File: src/rtl/multiport_freelist_if.sv
// Rename/commit handshake bundle for the physical-register free list.
// The master side is the rename/commit logic; the slave side is the free list.
interface multiport_freelist_if #(
    parameter int DEQ_PORTS = 2,
    parameter int ENQ_PORTS = 2,
    parameter int PW        = 6,
    parameter int CW        = 6
);
    logic [DEQ_PORTS-1:0]         deq_req;
    logic                         deq_grant;
    logic [DEQ_PORTS-1:0][PW-1:0] deq_preg;
    logic [ENQ_PORTS-1:0]         enq_valid;
    logic [ENQ_PORTS-1:0][PW-1:0] enq_preg;
    logic                         flush;
    logic [CW-1:0]                free_count;
    logic                         empty;
    logic                         full;
    logic                         err_overflow;
    logic                         err_underflow;

    modport master (
        output deq_req, enq_valid, enq_preg, flush,
        input  deq_grant, deq_preg, free_count, empty, full, err_overflow, err_underflow
    );

    modport slave (
        input  deq_req, enq_valid, enq_preg, flush,
        output deq_grant, deq_preg, free_count, empty, full, err_overflow, err_underflow
    );
endinterface

File: src/rtl/multiport_freelist.sv
// Multi-port circular free list of physical registers. Allocation is all-or-nothing
// per cycle; frees are compacted at the tail; flush restores a full list behind the tail.
module multiport_freelist #(
    parameter int PHYS_REGS = 64,
    parameter int ARCH_REGS = 32,
    parameter int DEQ_PORTS = 2,
    parameter int ENQ_PORTS = 2,
    localparam int DEPTH    = PHYS_REGS - ARCH_REGS,
    localparam int PW       = $clog2(PHYS_REGS),
    localparam int CW       = $clog2(DEPTH) + 1
) (
    input  logic                   clk,
    input  logic                   rst,
    multiport_freelist_if.slave    bus
);
    // Extra headroom so free_count + m never wraps before the overflow test.
    localparam int XW = CW + 2;

    logic [PW-1:0]                entry [DEPTH];
    logic [CW-1:0]                head, tail, free_count;
    logic                         err_ovf, err_unf;

    logic [XW-1:0]                k, m, kg, sum, fc_next;
    logic [DEQ_PORTS-1:0][CW-2:0] deq_off, rd_idx;
    logic [ENQ_PORTS-1:0][CW-2:0] enq_off, wr_idx;
    logic                         grant, enq_acc, enq_drop;
    logic [CW-1:0]                tail_next, head_next;

    // Per-port offset is the number of asserted ports below it.
    always_comb begin
        k = '0;
        for (int i = 0; i < DEQ_PORTS; i++) begin
            deq_off[i] = k[CW-2:0];
            k          = k + XW'(bus.deq_req[i]);
        end
        m = '0;
        for (int j = 0; j < ENQ_PORTS; j++) begin
            enq_off[j] = m[CW-2:0];
            m          = m + XW'(bus.enq_valid[j]);
        end
    end

    generate
        for (genvar i = 0; i < DEQ_PORTS; i++) begin : g_rd
            assign rd_idx[i]       = head[CW-2:0] + deq_off[i];
            assign bus.deq_preg[i] = entry[rd_idx[i]];
        end
        for (genvar j = 0; j < ENQ_PORTS; j++) begin : g_wr
            assign wr_idx[j] = tail[CW-2:0] + enq_off[j];
        end
    endgenerate

    // Grant sees only the registered count: same-cycle frees are not bypassed.
    assign grant     = (k <= XW'(free_count)) && !bus.flush && !rst;
    assign kg        = grant ? k : '0;
    assign sum       = XW'(free_count) - kg + m;
    assign enq_acc   = (sum <= XW'(DEPTH));
    assign enq_drop  = (m != '0) && !enq_acc;
    assign tail_next = tail + (enq_acc ? m[CW-1:0] : '0);
    assign head_next = bus.flush ? (tail_next - CW'(DEPTH)) : (head + kg[CW-1:0]);
    assign fc_next   = bus.flush ? XW'(DEPTH) : (enq_acc ? sum : (XW'(free_count) - kg));

    always_ff @(posedge clk) begin
        if (rst) begin
            head       <= '0;
            tail       <= CW'(DEPTH);
            free_count <= CW'(DEPTH);
            err_ovf    <= 1'b0;
            err_unf    <= 1'b0;
            for (int i = 0; i < DEPTH; i++) entry[i] <= PW'(ARCH_REGS + i);
        end else begin
            head       <= head_next;
            tail       <= tail_next;
            free_count <= fc_next[CW-1:0];
            err_ovf    <= err_ovf | enq_drop;
            err_unf    <= err_unf | (free_count > CW'(DEPTH));
            if (enq_acc) begin
                for (int j = 0; j < ENQ_PORTS; j++)
                    if (bus.enq_valid[j]) entry[wr_idx[j]] <= bus.enq_preg[j];
            end
        end
    end

    assign bus.deq_grant     = grant;
    assign bus.free_count    = free_count;
    assign bus.empty         = (free_count == '0);
    assign bus.full          = (free_count == CW'(DEPTH));
    assign bus.err_overflow  = err_ovf;
    assign bus.err_underflow = err_unf;
endmodule

File: src/flat_wrapper.sv
// flat-port wrapper written by rule: the top's interface ports become plain ports
module multiport_freelist_flat 
#(
    parameter int PHYS_REGS = 64,
    parameter int ARCH_REGS = 32,
    parameter int DEQ_PORTS = 2,
    parameter int ENQ_PORTS = 2,
    localparam int DEPTH    = PHYS_REGS - ARCH_REGS,
    localparam int PW       = $clog2(PHYS_REGS),
    localparam int CW       = $clog2(DEPTH) + 1
)
  (clk, rst, bus_deq_req, bus_enq_valid, bus_enq_preg, bus_flush, bus_deq_grant, bus_deq_preg, bus_free_count, bus_empty, bus_full, bus_err_overflow, bus_err_underflow);
  multiport_freelist_if #(.DEQ_PORTS(DEQ_PORTS), .ENQ_PORTS(ENQ_PORTS), .PW((6)), .CW((6))) bus_i ();
  input  logic clk;
  input  logic rst;
  input wire logic [$bits(bus_i.deq_req)-1:0] bus_deq_req;
  input wire logic [$bits(bus_i.enq_valid)-1:0] bus_enq_valid;
  input wire logic [$bits(bus_i.enq_preg)-1:0] bus_enq_preg;
  input wire logic [$bits(bus_i.flush)-1:0] bus_flush;
  output wire logic [$bits(bus_i.deq_grant)-1:0] bus_deq_grant;
  output wire logic [$bits(bus_i.deq_preg)-1:0] bus_deq_preg;
  output wire logic [$bits(bus_i.free_count)-1:0] bus_free_count;
  output wire logic [$bits(bus_i.empty)-1:0] bus_empty;
  output wire logic [$bits(bus_i.full)-1:0] bus_full;
  output wire logic [$bits(bus_i.err_overflow)-1:0] bus_err_overflow;
  output wire logic [$bits(bus_i.err_underflow)-1:0] bus_err_underflow;
  assign bus_i.deq_req = bus_deq_req;
  assign bus_i.enq_valid = bus_enq_valid;
  assign bus_i.enq_preg = bus_enq_preg;
  assign bus_i.flush = bus_flush;
  assign bus_deq_grant = bus_i.deq_grant;
  assign bus_deq_preg = bus_i.deq_preg;
  assign bus_free_count = bus_i.free_count;
  assign bus_empty = bus_i.empty;
  assign bus_full = bus_i.full;
  assign bus_err_overflow = bus_i.err_overflow;
  assign bus_err_underflow = bus_i.err_underflow;
  multiport_freelist #(.PHYS_REGS(PHYS_REGS), .ARCH_REGS(ARCH_REGS), .DEQ_PORTS(DEQ_PORTS), .ENQ_PORTS(ENQ_PORTS)) u_core (.clk(clk), .rst(rst), .bus(bus_i));
endmodule
File: config.mk
export PLATFORM = sky130hd
export DESIGN_NAME = multiport_freelist_flat
export DESIGN_NICKNAME = d
export VERILOG_FILES = /design/src/rtl/multiport_freelist_if.sv /design/src/rtl/multiport_freelist.sv /design/src/flat_wrapper.sv
export SDC_FILE = /design/constraint.sdc
export NUM_CORES = 1
export LEC_CHECK = 0
export ABC_AREA = 1
export BUFFER_PORTS_ARGS = -buffer_cell sky130_fd_sc_hd__buf_2
export CAP_MARGIN = 20
export CORE_MARGIN = 5
export CORE_UTILIZATION = 40
export DETAILED_ROUTE_END_ITERATION = 16
export PLACE_DENSITY_LB_ADDON = 0.2
export SYNTH_ARGS = -nofsm -noshare
export SYNTH_HDL_FRONTEND = slang
export SYNTH_SLANG_ARGS = --single-unit
File: constraint.sdc
create_clock -name clk -period 16.1 [get_ports clk]
set_input_delay 2.415 -clock clk [delete_from_list [all_inputs] [get_ports clk]]
set_output_delay 2.415 -clock clk [all_outputs]
set_load 0.005 [all_outputs]
==> results of run 1 <==
[stage by stage]
step	total power, mW	setup WS [ps]
final	2.296	8007
after global placement	1.720	7764
after CTS	2.264	8131
after global routing	2.411	7557
after floorplan	1.387	9320
after detailed placement	1.731	7576
[cell families after synthesis]
| kind of cell | after synthesis | synth area share |
|---|---|---|
| compound gates | 472 | 0.1724 |
| xor+xnor | 10 | 0.005848 |
| fa+ha+maj | 21 | 0.01955 |
| buf+inv | 323 | 0.08412 |
| flops | 210 | 0.4090 |
| simple gates | 1073 | 0.3091 |
[critical path, delay by kind of cell]
family | cells | cell delay, ps
AND/OR/NAND/NOR | 13 | 2790
adder cells (fa/ha/maj) | 3 | 1160
buffers and inverters | 5 | 1860
[flip-flops by register name, summed over array words and instances (netlist names)]
register / flops
u_core.entry: 192
u_core.bus.free_count: 6
u_core.head: 5
u_core.tail: 5
u_core.bus.err_overflow: 1
u_core.bus.err_underflow: 1
[layout make-up]
type / instances / area (um^2) / share of cell area
Inverter: 178 / 668.1 / 0.04152
Timing Repair Buffer: 60 / 347.8 / 0.02162
Clock buffer: 28 / 636.9 / 0.03958
Tap cell: 468 / 585.6 / 0.03639
Sequential cell: 210 / 6131 / 0.3810
Clock inverter: 16 / 105.1 / 0.006531
Multi-Input combinational cell: 1576 / 7617 / 0.4734
[per-layer routing]
metal / wire length, um / track usage / share of wire
met1: 23800 / 0.3761 / 0.41
met2: 25040 / 0.4188 / 0.43
met3: 6478 / 0.05056 / 0.11
met4: 2806 / 0.1118 / 0.048
met5: 0 / 0 / 0
[power by group through the flow]
stage	sequential (mW)	combinational (mW)	clock [mW]
after floorplan	0.657	0.730	0
after global placement	0.676	1.04	0
after detailed placement	0.677	1.05	0
after CTS	0.666	1.06	0.541
after global routing	0.672	1.18	0.561
final	0.667	1.09	0.537
[synthesized netlist by cell type]
cell and number:
sky130_fd_sc_hd__o22ai_1 7, sky130_fd_sc_hd__o21ai_0 248, sky130_fd_sc_hd__nand2_1 462, sky130_fd_sc_hd__nand3_2 12, sky130_fd_sc_hd__or2_2 1, sky130_fd_sc_hd__o211ai_1 76
sky130_fd_sc_hd__inv_1 165, sky130_fd_sc_hd__xnor2_1 3, sky130_fd_sc_hd__nor2_1 254, sky130_fd_sc_hd__nand4_1 41, sky130_fd_sc_hd__o22a_1 1, sky130_fd_sc_hd__nor2_8 1
sky130_fd_sc_hd__clkinv_1 9, sky130_fd_sc_hd__nor2_2 9, sky130_fd_sc_hd__xor2_1 7, sky130_fd_sc_hd__nand2_2 3, sky130_fd_sc_hd__a31oi_1 6, sky130_fd_sc_hd__o21ai_1 3
sky130_fd_sc_hd__ha_1 17, sky130_fd_sc_hd__inv_2 4, sky130_fd_sc_hd__nand2_4 1, sky130_fd_sc_hd__edfxtp_1 192, sky130_fd_sc_hd__o2111ai_1 1, sky130_fd_sc_hd__nor2_4 1
sky130_fd_sc_hd__o21bai_1 1, sky130_fd_sc_hd__o221ai_1 1, sky130_fd_sc_hd__clkbuf_1 112, sky130_fd_sc_hd__fa_1 4, sky130_fd_sc_hd__nor3_1 5, sky130_fd_sc_hd__nand3_1 283
sky130_fd_sc_hd__buf_4 4, sky130_fd_sc_hd__dfxtp_1 18, sky130_fd_sc_hd__buf_2 14, sky130_fd_sc_hd__a21oi_1 128, sky130_fd_sc_hd__buf_1 13, sky130_fd_sc_hd__buf_6 2
[how the worst min path moves through the flow]
stage	start	to	depth (start not counted)	slack (ps)
2_1_floorplan	u_core.bus.err_overflow$_SDFF_PP0_	u_core.bus.err_overflow$_SDFF_PP0_	2	450
3_5_place_dp	u_core.bus.err_overflow$_SDFF_PP0_	u_core.bus.err_overflow$_SDFF_PP0_	2	450
5_1_grt	u_core.bus.err_overflow$_SDFF_PP0_	u_core.bus.err_overflow$_SDFF_PP0_	2	490
6_report	u_core.bus.err_overflow$_SDFF_PP0_	u_core.bus.err_overflow$_SDFF_PP0_	2	470
3_3_place_gp	u_core.bus.err_overflow$_SDFF_PP0_	u_core.bus.err_overflow$_SDFF_PP0_	2	440
4_1_cts	u_core.bus.err_overflow$_SDFF_PP0_	u_core.bus.err_overflow$_SDFF_PP0_	2	460
[placed cells by master, fill, tap and decap left out, types with 4 or more instances in the layout]
cell type	instances
sky130_fd_sc_hd__a21oi_1	128
sky130_fd_sc_hd__a31oi_1	6
sky130_fd_sc_hd__buf_2	41
sky130_fd_sc_hd__buf_4	19
sky130_fd_sc_hd__clkbuf_16	25
sky130_fd_sc_hd__clkinv_1	16
sky130_fd_sc_hd__clkinv_2	5
sky130_fd_sc_hd__dfxtp_1	16
sky130_fd_sc_hd__edfxtp_1	192
sky130_fd_sc_hd__fa_1	4
sky130_fd_sc_hd__ha_1	15
sky130_fd_sc_hd__inv_1	165
sky130_fd_sc_hd__inv_2	4
sky130_fd_sc_hd__nand2_1	462
sky130_fd_sc_hd__nand3_1	283
sky130_fd_sc_hd__nand3_2	12
sky130_fd_sc_hd__nand4_1	41
sky130_fd_sc_hd__nor2_1	252
sky130_fd_sc_hd__nor2_2	10
sky130_fd_sc_hd__nor3_1	5
sky130_fd_sc_hd__o211ai_1	76
sky130_fd_sc_hd__o21ai_0	248
sky130_fd_sc_hd__o22ai_1	7
sky130_fd_sc_hd__xor2_1	7
==> impl_metrics.csv, run 1 <==
group,metric,value,unit
power,irDropWorstVdd,0.0001139,V
clock_tree,htree_num_levels,1,
setup_path,critPathLaunchType,"input port",
layout,fin_area,0.01609,mm^2
floorplanning,io_pins,42,
setup_path,worst-endpoint-required,16300,ps
setup_path,worst_setup_path_end,"u_core.entry[26][1]$_DFFE_PP_",
clock_tree,ctsHoldBuffers,0,
synth,post_synthesis_cell_area,0.01498,mm^2
power,power.switching,1.096,mW
grt,grt_start_max_net_pins,107,
outcome,status,"finished, final reports clean",
synth,netlist_instances,2109,
placement,place.port_buffers,41,
detailed_routing,route.detailed.drc,0,
floorplanning,die_area,0.04141,mm^2
timing,maxSlewViolCount,0,
timing,min_period_over_period,0.5026,
clock_tree,numCtsBuffers,25,
clock_tree,clock_tree.root_cell,"sky130_fd_sc_hd__clkbuf_16",
synth,synth_top_cell_area_share,0.3849,
synth,synthTopCellsByArea,"sky130_fd_sc_hd__edfxtp_1, sky130_fd_sc_hd__nand2_1, sky130_fd_sc_hd__nand3_1, sky130_fd_sc_hd__o21ai_0, sky130_fd_sc_hd__nor2_1",
detailed_routing,drtAntennaViolNets,0,
setup_path,worst_setup_path_startpoint,"rst",
setup_path,reg2regPathDepth,24,
timing,tns,0,ps
timing,fin_crit_period,8093,ps
clock_tree,cts.sink_count,210,
timing,final_hold_viol_count,0,
clock_tree,cts_resized,0,
floorplanning,die_y,203.5,um
grt,grt_remaining_overflow,0,
power,p_clk_frac,0.234,
power,combinationalPowerShare,0.476,
timing,fin_worst_hold_slack,465.1,ps
layout,layout.filler_cells,3733,
power,power.sequential.fraction,0.290,
timing,grt_setup_unrepaired,"false",
power,power.share.switching,0.4775,
floorplanning,dieWidth,203.5,um
placement,post-dp-hpwl,37010,um
setup_path,setup.reg_to_reg.worst_slack,9780,ps
synth,synth_nets,2149,
setup_path,arrival_time_at_the_worst_endpoint,8300,ps
layout,final_core_util,0.4374,
timing,worst_max_slew_margin_expressed_relative_to_the_limit,0.2399,
setup_path,cpMostUsedCell,"sky130_fd_sc_hd__nand2_1",
placement,dp_cell_count,2491,
floorplanning,num_rows,70,
setup_path,cp-end-kind,"flop",
timing,max_clock_freq,123.6,MHz
layout,final_cells,2536,
setup_path,cp_slowest_cell,"sky130_fd_sc_hd__inv_2",
setup_path,crit_path_max_fanout,67,
layout,antenna_cells_inserted,0,
synth,synth-seq-area-share,0.4090,
power,internal-power,1.200,mW
detailed_routing,drt_pre_antenna_iters,8,
layout,area_delta_synth_final,7.435,%
clock_tree,tritoncts_clock_tree,"done",
setup_path,r2r-start,"u_core.bus.free_count[1]$_SDFF_PP0_",
grt,grt_pass1_wl,86750,um
timing,setup_viol_count_final,0,
setup_path,crit_path_max_incr_delay,780,ps
layout,drive_above_1_share,0.06383,
layout,nNetsFinal,2091,
placement,routability_congestion_estimate,0.9192,
clock_tree,cts_max_path_buffers,3,
timing,worst-slew-pin-transition,1140,ps
synth,ys_seq_elements,210,
setup_path,critPathKind,"in2reg",
clock_tree,cts.clk_slew.worst_paths,60,ps
synth,syn_avg_cell_area,7.102,um^2
synth,synth.yosys.warnings,0,
hold_path,worst_hold_path_type,"reg2reg",
detailed_routing,drt_iter0_markers,2068,
synth,post-synth-top-area-cell,"sky130_fd_sc_hd__edfxtp_1",
floorplanning,initial_util,0.4072,
detailed_routing,vias_per_cell,6.059,
clock_tree,clock_insertion_delay_at_the_later_pin_of_the_skew_report,540,ps
floorplanning,design.core.area,0.03679,mm^2
setup_path,worstReg2RegEnd,"u_core.entry[26][1]$_DFFE_PP_",
power,p_per_area,142.7,mW/mm^2
power,leakagePower,6.168,nW
clock_tree,postCtsSetupBuffers,0,
timing,clock-skew-final,17.52,ps
detailed_routing,wl_per_cell,22.92,um
run,maxCapViolCount,0,
setup_path,cell_by_cell_listing_of_the_critical_path,"buf_2, nor2_1, nand2_1, nor2_1, ha_1, inv_1, fa_1, inv_1, fa_1, nor2_2, nand2_1, nor2_1, nand3_1, nand2_1, nand2_1, nor2_8, buf_4, nand2_4, inv_2, nand2_1, nand3_1",
grt,number_of_antenna_violations_at_the_first_check_in_global_routing,0,
placement,placed_area,0.01534,mm^2
detailed_routing,routed_wl,58120,um
grt,grt_pass1_vias,14080,
synth,netlist-cell-type-count,36,
grt,grtUsageTotal,0.2711,
detailed_routing,vias,15370,
Power figures use the tool's default switching activity.
==> inputs of run 2 (changes only) <==
--- a/config.mk
+++ b/config.mk
@@ -5,7 +5,7 @@
 export SDC_FILE = /design/constraint.sdc
 export NUM_CORES = 1
 export LEC_CHECK = 0
-export ABC_AREA = 1
+export ABC_AREA = 0
 export BUFFER_PORTS_ARGS = -buffer_cell sky130_fd_sc_hd__buf_2
 export CAP_MARGIN = 20
 export CORE_MARGIN = 5
==> constraint.sdc (replaced) <==
create_clock -name clk -period 7 [get_ports clk]
set_input_delay 1.05 -clock clk [delete_from_list [all_inputs] [get_ports clk]]
set_output_delay 1.05 -clock clk [all_outputs]
set_load 0.005 [all_outputs]
==> impl_metrics.csv, run 2 <==
group,metric,value,unit
synth,ys_seq_elements,210,
clock_tree,cts.sink_count,210,
grt,grt_remaining_overflow,0,
clock_tree,clock_insertion_delay_at_the_later_pin_of_the_skew_report,540,ps
grt,grtUsageTotal,0.2675,
detailed_routing,vias_per_cell,6.688,
placement,detailedPlace.worstSlack,484.7,ps
clock_tree,clock_tree.root_cell,"sky130_fd_sc_hd__clkbuf_16",
setup_path,arrival_time_at_the_worst_endpoint,6410,ps
layout,nNetsFinal,1453,
power,p_per_area,287.3,mW/mm^2
synth,synth.yosys.warnings,0,
setup_path,cp-end-kind,"flop",
layout,seqCellArea,0.006131,mm^2
synth,synth_ff_type,"sky130_fd_sc_hd__edfxtp_1",
layout,largest_register_ff_count,192,
floorplanning,initial_util,0.4068,
timing,clock-skew-final,12.73,ps
power,irDropWorstVdd,0.0004234,V
detailed_routing,drtAntennaViolNets,0,
detailed_routing,drt_pre_antenna_iters,8,
timing,max_clock_freq,167.6,MHz
synth,netlist_top_cells_count,"sky130_fd_sc_hd__nor2_1, sky130_fd_sc_hd__edfxtp_1, sky130_fd_sc_hd__nand2_1, sky130_fd_sc_hd__o21ai_0, sky130_fd_sc_hd__mux4_2",
power,post-layout-total-power,4.504,mW
clock_tree,tritoncts_clock_tree,"done",
floorplanning,io_pins,42,
hold_path,worst_hold_path_type,"reg2reg",
grt,grt_start_max_net_pins,107,
detailed_routing,route.detailed.drc,0,
placement,post-dp-hpwl,34540,um
synth,netlist_instances,1451,
placement,routability_congestion_estimate,0.9513,
synth,synth_enable_flop_cells,192,
setup_path,crit_path_max_fanout,6,
layout,area_delta_synth_final,8.056,%
synth,most_frequent_cell_after_synthesis,"sky130_fd_sc_hd__nor2_1",
grt,number_of_antenna_violations_at_the_first_check_in_global_routing,1,
floorplanning,dieWidth,200.4,um
synth,synth-seq-area-share,0.4223,
detailed_routing,drt_iter0_markers,1985,
clock_tree,cts.clk_slew.worst_paths,60,ps
timing,maxSlewViolCount,0,
clock_tree,ctsHoldBuffers,0,
setup_path,critPathKind,"in2reg",
synth,ys_async_sr_fraction,0,
detailed_routing,wl_per_cell,29.29,um
synth,synth_nets,1491,
layout,final_core_util,0.4396,
floorplanning,design.core.area,0.03566,mm^2
floorplanning,num_rows,69,
clock_tree,cts_resized,0,
clock_tree,postCtsSetupBuffers,0,
layout,fin_area,0.01568,mm^2
grt,grt_pass1_vias,12160,
detailed_routing,vias,12640,
synth,netlist-cell-type-count,54,
synth,synth_top_cell_area_share,0.3974,
layout,multi_input_comb_area,0.007819,mm^2
clock_tree,numCtsBuffers,25,
placement,place.port_buffers,41,
timing,min_period_over_period,0.8526,
detailed_routing,routed_wl,55360,um
layout,largest-register,"u_core.entry",
layout,drive_above_1_share,0.1707,
setup_path,worst-endpoint-required,7440,ps
setup_path,critPathLaunchType,"input port",
placement,placed_area,0.01492,mm^2
synth,post_synthesis_cell_area,0.01451,mm^2
layout,largestRegisters,"u_core.entry x192, u_core.bus.free_count x6",
synth,syn_avg_cell_area,9.998,um^2
layout,most-common-layout-cells,"sky130_fd_sc_hd__nor2_1, sky130_fd_sc_hd__edfxtp_1, sky130_fd_sc_hd__nand2_1, sky130_fd_sc_hd__o21ai_0, sky130_fd_sc_hd__mux4_2",
timing,final_hold_viol_count,0,
floorplanning,die_area,0.04017,mm^2
timing,worst_max_slew_margin_expressed_relative_to_the_limit,0.1807,
timing,setup_viol_count_final,0,
clock_tree,cts_max_path_buffers,3,
grt,grt_pass1_wl,81080,um
synth,post-synth-top-area-cell,"sky130_fd_sc_hd__edfxtp_1",
timing,worst-slew-pin-transition,1229,ps
outcome,status,"finished, final reports clean",
timing,fin_crit_period,5968,ps
layout,antenna_cells_inserted,0,
clock_tree,htree_num_levels,1,
power,leakagePower,4.558,nW
layout,layout.filler_cells,3363,
timing,grt_setup_unrepaired,"false",
floorplanning,die_y,200.4,um
layout,mostFrequentLayoutCell,"sky130_fd_sc_hd__nor2_1",
timing,layout_setup_ws,1032,ps
run,maxCapViolCount,0,
timing,tns,0,ps
synth,synthTopCellsByArea,"sky130_fd_sc_hd__edfxtp_1, sky130_fd_sc_hd__mux4_2, sky130_fd_sc_hd__o21ai_0, sky130_fd_sc_hd__nor2_1, sky130_fd_sc_hd__nand2_1",
==> run 2: cell types whose count changed in the layout (fill, tap and decap cells not counted), moves of 97 or more <==
cell | before | now
sky130_fd_sc_hd__nand2_1 | 462 | 164
sky130_fd_sc_hd__nand3_1 | 283 | 82
sky130_fd_sc_hd__inv_1 | 165 | 19
sky130_fd_sc_hd__mux4_2 | 0 | 120
sky130_fd_sc_hd__nor3_1 | 5 | 112
sky130_fd_sc_hd__o21ai_0 | 248 | 151
==> run 2: stage by stage <==
| step | hold WS [ps] | std cells |
|---|---|---|
| finish | 474.2 | 1890 |
| global route | 509.7 | 1890 |
| CTS | 482.0 | 1888 |
| detailed placement | 457.9 | 1845 |
| global placement | 454.2 | 1844 |
| floorplan | 460.4 | 1451 |
==> run 2: worst max-delay path: stages <==
cell and delay [ps]:
sky130_fd_sc_hd__buf_2 130, sky130_fd_sc_hd__ha_1 270, sky130_fd_sc_hd__inv_1 50, sky130_fd_sc_hd__ha_1 260, sky130_fd_sc_hd__a2111oi_0 570, sky130_fd_sc_hd__nor3_1 140, sky130_fd_sc_hd__ha_1 230, sky130_fd_sc_hd__inv_1 70
sky130_fd_sc_hd__fa_1 460, sky130_fd_sc_hd__ha_1 310, sky130_fd_sc_hd__a21oi_1 360, sky130_fd_sc_hd__nand3b_1 130, sky130_fd_sc_hd__or4_4 440, sky130_fd_sc_hd__a311oi_4 410, sky130_fd_sc_hd__a2bb2oi_4 250, sky130_fd_sc_hd__and2_1 150
sky130_fd_sc_hd__ha_1 150, sky130_fd_sc_hd__inv_1 60, sky130_fd_sc_hd__fa_1 420, sky130_fd_sc_hd__nor2_1 150, sky130_fd_sc_hd__xnor2_1 100, sky130_fd_sc_hd__a211oi_1 260
==> run 2: per-layer routing <==
metal  GRT usage  vias up  wire length [um]
met5           0        -                 0
met4      0.1020        0              2522
met3     0.07722      196              8532
met2      0.4080     1014             24020
met1      0.3646     6078             20280
li1            -     5352                 -
==> run 2: worst paths after layout <==
kind	cells past startpoint	slack, ps	start	end
max reg2reg	19	1410	u_core.bus.free_count[2]$_SDFF_PP0_	u_core.head[4]$_SDFF_PP0_
min	2	470	u_core.bus.err_underflow$_SDFF_PP0_	u_core.bus.err_underflow$_SDFF_PP0_
max	22	1030	bus_deq_req[0]	u_core.head[4]$_SDFF_PP0_
min reg2reg	2	470	u_core.bus.err_underflow$_SDFF_PP0_	u_core.bus.err_underflow$_SDFF_PP0_
==> run 2: cell families after synthesis <==
| logic type | synth area share |
|---|---|
| multiplexers | 0.1963 |
| flip-flops | 0.4223 |
| AND/OR/NAND/NOR | 0.1944 |
| adder cells (fa/ha/maj) | 0.02018 |
| AO/OA/AOI/OAI | 0.1156 |
| XOR/XNOR | 0.009661 |
| buffers and inverters | 0.04157 |
==> run 2: cell type report <==
type                            count  share of cell area
Timing Repair Buffer               57             0.02283
Clock buffer                       28             0.04063
Inverter                           19            0.004550
Sequential cell                   210              0.3911
Clock inverter                     15            0.005268
Multi-Input combinational cell   1100              0.4988
Tap cell                          461             0.03680
==> run 2: power by group <==
group / leakage, nW / total, mW / internal (mW) / switching [mW]
sequential: 1.73 / 1.49 / 1.43 / 0.0635
combinational: 2.47 / 1.82 / 0.646 / 1.17
clock: 0.351 / 1.19 / 0.650 / 0.544
total: 4.56 / 4.50 / 2.73 / 1.78
